`src/rtl/tsfm_bridge.sv`:
```
// TurboSound-FM style front-end: chip-select decode, read-data mux and a
// time-multiplexed saturating mixer for NUM_CHIPS YM2203-class cores.
//
// state   | meaning
// --------+-------------------------------------------------------------
// ST_IDLE | waiting for the core-0 sample strobe
// ST_ACC  | adding one core sample per clk into acc
// ST_OUT  | snd/snd_sample valid for this clk, then back to idle
module tsfm_bridge #(
   parameter int NUM_CHIPS = 2,
   parameter int SND_W     = 16
) (
   input  logic                         clk,
   input  logic                         rst,
   input  logic                         cen,
   input  logic [7:0]                   din,
   input  logic                         addr,
   input  logic                         cs_n,
   input  logic                         wr_n,
   output logic [7:0]                   dout,
   output logic [NUM_CHIPS-1:0]         chip_cs_n,
   output logic [NUM_CHIPS-1:0]         chip_ay_mode,
   input  logic [8*NUM_CHIPS-1:0]       chip_dout,
   input  logic [SND_W*NUM_CHIPS-1:0]   chip_snd,
   input  logic [NUM_CHIPS-1:0]         chip_sample,
   output logic [2:0]                   sel,
   output logic signed [SND_W-1:0]      snd,
   output logic                         snd_sample,
   output logic                         overrun
);

   typedef enum logic [1:0] {ST_IDLE, ST_ACC, ST_OUT} state_t;

   localparam int AW = SND_W + 3;
   localparam logic [2:0] LAST_IDX = 3'(NUM_CHIPS - 1);
   localparam logic signed [AW-1:0] SAT_MAX = {{4{1'b0}}, {(SND_W-1){1'b1}}};
   localparam logic signed [AW-1:0] SAT_MIN = {{4{1'b1}}, {(SND_W-1){1'b0}}};

   state_t                  state_q, state_d;
   logic [2:0]              idx_q, idx_d;
   logic signed [AW-1:0]    acc_q, acc_d;
   logic signed [SND_W-1:0] snd_q, snd_d;
   logic                    snd_sample_q, snd_sample_d;
   logic                    overrun_q, overrun_d;
   logic [2:0]              sel_q, sel_d;
   logic [NUM_CHIPS-1:0]    ay_q, ay_d;
   logic [7:0]              dout_q, dout_d;

   logic                    cpu_wr, ctrl_wr, strobe;
   logic [7:0]              rd_mux;
   logic signed [SND_W-1:0] samp;
   logic signed [AW-1:0]    acc_sum, sat_v;
   logic                    unused_sample;

   // Only core 0 paces the mixer; the other strobes are intentionally ignored.
   assign unused_sample = ^chip_sample;
   assign strobe        = chip_sample[0];

   always_comb begin
      cpu_wr  = cen & ~cs_n & ~wr_n;
      ctrl_wr = cpu_wr & ~addr & (din[7:4] == 4'hF);

      sel_d = sel_q;
      ay_d  = ay_q;
      if (ctrl_wr && (32'(din[2:0]) < NUM_CHIPS)) begin
         sel_d = din[2:0];
         for (int k = 0; k < NUM_CHIPS; k++)
            if (din[2:0] == 3'(k)) ay_d[k] = din[3];
      end

      chip_cs_n = '1;
      rd_mux    = 8'h00;
      samp      = '0;
      for (int k = 0; k < NUM_CHIPS; k++) begin
         if (!ctrl_wr && sel_q == 3'(k)) chip_cs_n[k] = cs_n;
         if (sel_q == 3'(k)) rd_mux = chip_dout[8*k +: 8];
         if (idx_q == 3'(k)) samp = chip_snd[SND_W*k +: SND_W];
      end
      dout_d = cen ? rd_mux : dout_q;

      acc_sum = acc_q + {{3{samp[SND_W-1]}}, samp};
      if (acc_sum > SAT_MAX)      sat_v = SAT_MAX;
      else if (acc_sum < SAT_MIN) sat_v = SAT_MIN;
      else                        sat_v = acc_sum;

      state_d      = state_q;
      idx_d        = idx_q;
      acc_d        = acc_q;
      snd_d        = snd_q;
      snd_sample_d = 1'b0;
      overrun_d    = overrun_q | (strobe && state_q != ST_IDLE);

      case (state_q)
         ST_IDLE: begin
            if (strobe) begin
               acc_d   = '0;
               idx_d   = 3'd0;
               state_d = ST_ACC;
            end
         end
         ST_ACC: begin
            acc_d = acc_sum;
            idx_d = idx_q + 3'd1;
            // Saturate the final sum on the way into OUT so snd and
            // snd_sample are both registered and rise on the same edge.
            if (idx_q == LAST_IDX) begin
               snd_d        = sat_v[SND_W-1:0];
               snd_sample_d = 1'b1;
               state_d      = ST_OUT;
            end
         end
         ST_OUT:  state_d = ST_IDLE;
         default: state_d = ST_IDLE;
      endcase
   end

   always_ff @(posedge clk) begin
      if (rst) begin
         state_q      <= ST_IDLE;
         idx_q        <= 3'd0;
         acc_q        <= '0;
         snd_q        <= '0;
         snd_sample_q <= 1'b0;
         overrun_q    <= 1'b0;
         sel_q        <= 3'd0;
         ay_q         <= '0;
         dout_q       <= 8'h00;
      end else begin
         state_q      <= state_d;
         idx_q        <= idx_d;
         acc_q        <= acc_d;
         snd_q        <= snd_d;
         snd_sample_q <= snd_sample_d;
         overrun_q    <= overrun_d;
         sel_q        <= sel_d;
         ay_q         <= ay_d;
         dout_q       <= dout_d;
      end
   end

   assign dout         = dout_q;
   assign chip_ay_mode = ay_q;
   assign sel          = sel_q;
   assign snd          = snd_q;
   assign snd_sample   = snd_sample_q;
   assign overrun      = overrun_q;

endmodule

```
`config.mk`:
```
export PLATFORM = sky130hd
export DESIGN_NAME = tsfm_bridge
export DESIGN_NICKNAME = d
export VERILOG_FILES = /design/src/rtl/tsfm_bridge.sv
export SDC_FILE = /design/constraint.sdc
export NUM_CORES = 1
export LEC_CHECK = 0
export ABC_AREA = 0
export BUFFER_PORTS_ARGS = -buffer_cell sky130_fd_sc_hd__buf_2
export CAP_MARGIN = 20
export CORE_ASPECT_RATIO = 1.5
export CORE_MARGIN = 2
export CORE_UTILIZATION = 35
export DETAILED_ROUTE_END_ITERATION = 10
export GPL_TIMING_DRIVEN = 0
export SKIP_LAST_GASP = 1
export SYNTH_ARGS = -nofsm -noshare
export SYNTH_HDL_FRONTEND = slang
export SYNTH_SLANG_ARGS = --single-unit
```
`constraint.sdc`:
```
create_clock -name clk -period 5.5 [get_ports clk]
set_clock_uncertainty 0.15 [all_clocks]
set_input_delay 0.275 -clock clk [delete_from_list [all_inputs] [get_ports clk]]
set_output_delay 0.275 -clock clk [all_outputs]
set_load 0.02 [all_outputs]
```
==> run metrics <==
Synth area leader dfxtp_1; #FFs+latches synth 55; Worst-Margin Slew 875.8 ps; register area share after synthesis 0.3219; top-area cell type share of the netlist area 0.3219; initial detailed-routing violation count 91; Syn Nets 472; Mapped Cells 386; GR peak layer met2; top post-synthesis cells by area dfxtp_1 32%, ha_1 7.7%, nor2_1 5.7%, a21oi_1 4.8%, a22o_1 4.1%; die outline area 0.01060 mm^2; die width 84.72 um; GRT met2 Usage 0.3043; CTS Sinks 55; CTS tree built; Netlist cell types 61; CP endpoint kind register; cts repair resizes 0; Initial Util 0.3571; final net count 573; first-pass GRT wire length 13880 um; share of layout cells above drive strength 1 0.2998; cts-stage hold buffer count 0; area of the multi-input gates 0.002163 mm^2; GRT overflow 0; GRT Resource Usage Total 0.1633; Final min period 4870 ps; number of remaining DRC errors 0; CTS H-tree depth 2; vias in the first global route 2904; clock root cell clkbuf_16; CTS Buffer Depth 2; IO Pins 97; Finish-stage setup viols 0; Avg Inst Size Synth 8.862 um^2; WS Path Type register to register; synth warn 0; Req. time, crit path 5570 ps; period utilisation layout 0.8855; data arrival time of the worst path 4940 ps; share of synthesized registers carrying an async set or reset 0; DRT Pass-1 Iters 4; post-place setup slack 552.7 ps; Final Util 0.4363; Routed WL 8694 um; final estimated routing congestion in global placement 0.8351; Placed Instances 595; crit path max fanout 10; met3 Track Usage GR 0.03036; # diodes 0; clk slew on worst S/H paths 70 ps; Die H 125.1 um; Synth Flop Type dfxtp_1; leak pwr 1.868 nW; WL per Instance 14.44 um; pwr dens 285.6 mW/mm^2; count leader, synth dfxtp_1; total chip power 1.194 mW; EDFF count, synth 0; Post-Syn Area 0.003421 mm^2; largest net degree at the start of global routing 16; RSZ-0062 raised after global routing no; row cnt 44; Final Hold Fails 0; Post-CTS Setup Inserts 0; CTS buffer count 5; Max Clock Freq 205.3 MHz; Reg area 0.001101 mm^2; Worst slew margin 0.4149; DP Wirelength 7038 um; most frequent cells after synthesis 55 x dfxtp_1, 52 x nor2_1, 33 x a21oi_1; antenna viol nets, final 0; CP startpoint kind register; IO Port Bufs 94; status complete, no violations; max-slew violation count 0; antenna violations before repair 0; area growth from synthesis to layout 22.17%; fill count 968; Via-to-Cell Ratio 5.143; Worst Slack Setup Final 629.7 ps; min-delay worst type primary input to register; Finished Layout Cells 602; Setup TNS Final 0 ps; Max Cap Violations 0; Max IR drop VDD 0.2112 mV; core area 0.009579 mm^2; routed vias 3096; clk_lat worst skew 290 ps; global-route met1 utilization 0.1824
[cells in the final DEF, fill, tap and decap left out, types with 7 or more instances in the layout]
master	instances
dfxtp_1	55
clkbuf_1	13
a211oi_2	11
mux2_2	8
inv_1	7
nor2b_1	11
ha_1	21
nand2_1	28
xnor2_1	9
nor2_1	52
a21oi_1	33
o21ai_0	12
buf_2	94
a22o_1	16
a22oi_1	16
[state kept, by name, summed over array words and instances (netlist names)]
name / flops
acc_q: 19
chip_ay_mode: 2
dout: 8
idx_q: 3
overrun: 1
sel: 3
snd: 16
snd_sample: 1
state_q: 2
[cell type report]
type | instances | share of cell area
clock buffers | 6 | 0.03323
inverters | 7 | 0.006287
repair buffers | 94 | 0.1126
well taps | 115 | 0.03443
multi-input cells | 303 | 0.5177
clock inverters | 1 | 0.001198
flip-flops and latches | 55 | 0.2635
plain buffers | 21 | 0.03114
[worst max-delay path: stages, from the launching register on]
cell and delay, ps:
dfxtp_1 360, inv_1 70, ha_1 210, nor3b_1 680
clkbuf_1 460, a22o_1 250, ha_1 220, fa_1 230
a21o_1 200, a221oi_2 100, nor4_2 590, or3b_2 250
nand3_4 100, o31ai_4 430, buf_6 190, nand2_1 70
a211oi_2 210
[routing by layer]
metal / part of all wire / routed length [um]
met1: 0.42 / 3653
met2: 0.52 / 4505
met3: 0.047 / 405
met4: 0.015 / 129
met5: 0 / 0
[final timing paths]
path	startpoint	to	slack [ps]	cells after the start
hold / removal	rst	idx_q[0]$_SDFFE_PP0P_	60	2
setup reg to reg	idx_q[1]$_SDFFE_PP0P_	snd[6]$_SDFFE_PP0P_	630	16
setup / recovery	idx_q[1]$_SDFFE_PP0P_	snd[6]$_SDFFE_PP0P_	630	16
hold reg to reg	overrun$_SDFF_PP0_	overrun$_SDFF_PP0_	300	2
[kinds of logic (layout without fill, tap and decap cells)]
logic type / count (synthesis) / count (layout) / synth area share
DFF: 55 / 55 / 0.3219
xor gates and xnor gates: 16 / 16 / 0.04316
buffers and inverters: 28 / 129 / 0.04572
muxes: 9 / 9 / 0.02926
AOI/OAI and AO/OA: 128 / 128 / 0.2915
adders and majority gates: 22 / 22 / 0.08266
and+or+nand+nor: 128 / 128 / 0.1858
[metrics by stage]
step	instance area, um^2	hold WS (ps)
2_1_floorplan	3421	268.9
3_3_place_gp	4035	290.6
3_5_place_dp	4035	296.7
4_1_cts	4179	61.20
5_1_grt	4179	65.11
6_report	4179	58.52
[power breakdown]
part | internal (mW) | switching (mW) | total, mW
clock network | 0.178 | 0.139 | 0.317
logic | 0.182 | 0.256 | 0.437
registers | 0.423 | 0.0157 | 0.439
total | 0.783 | 0.410 | 1.19
No activity file was read; power rests on OpenSTA's default activity.
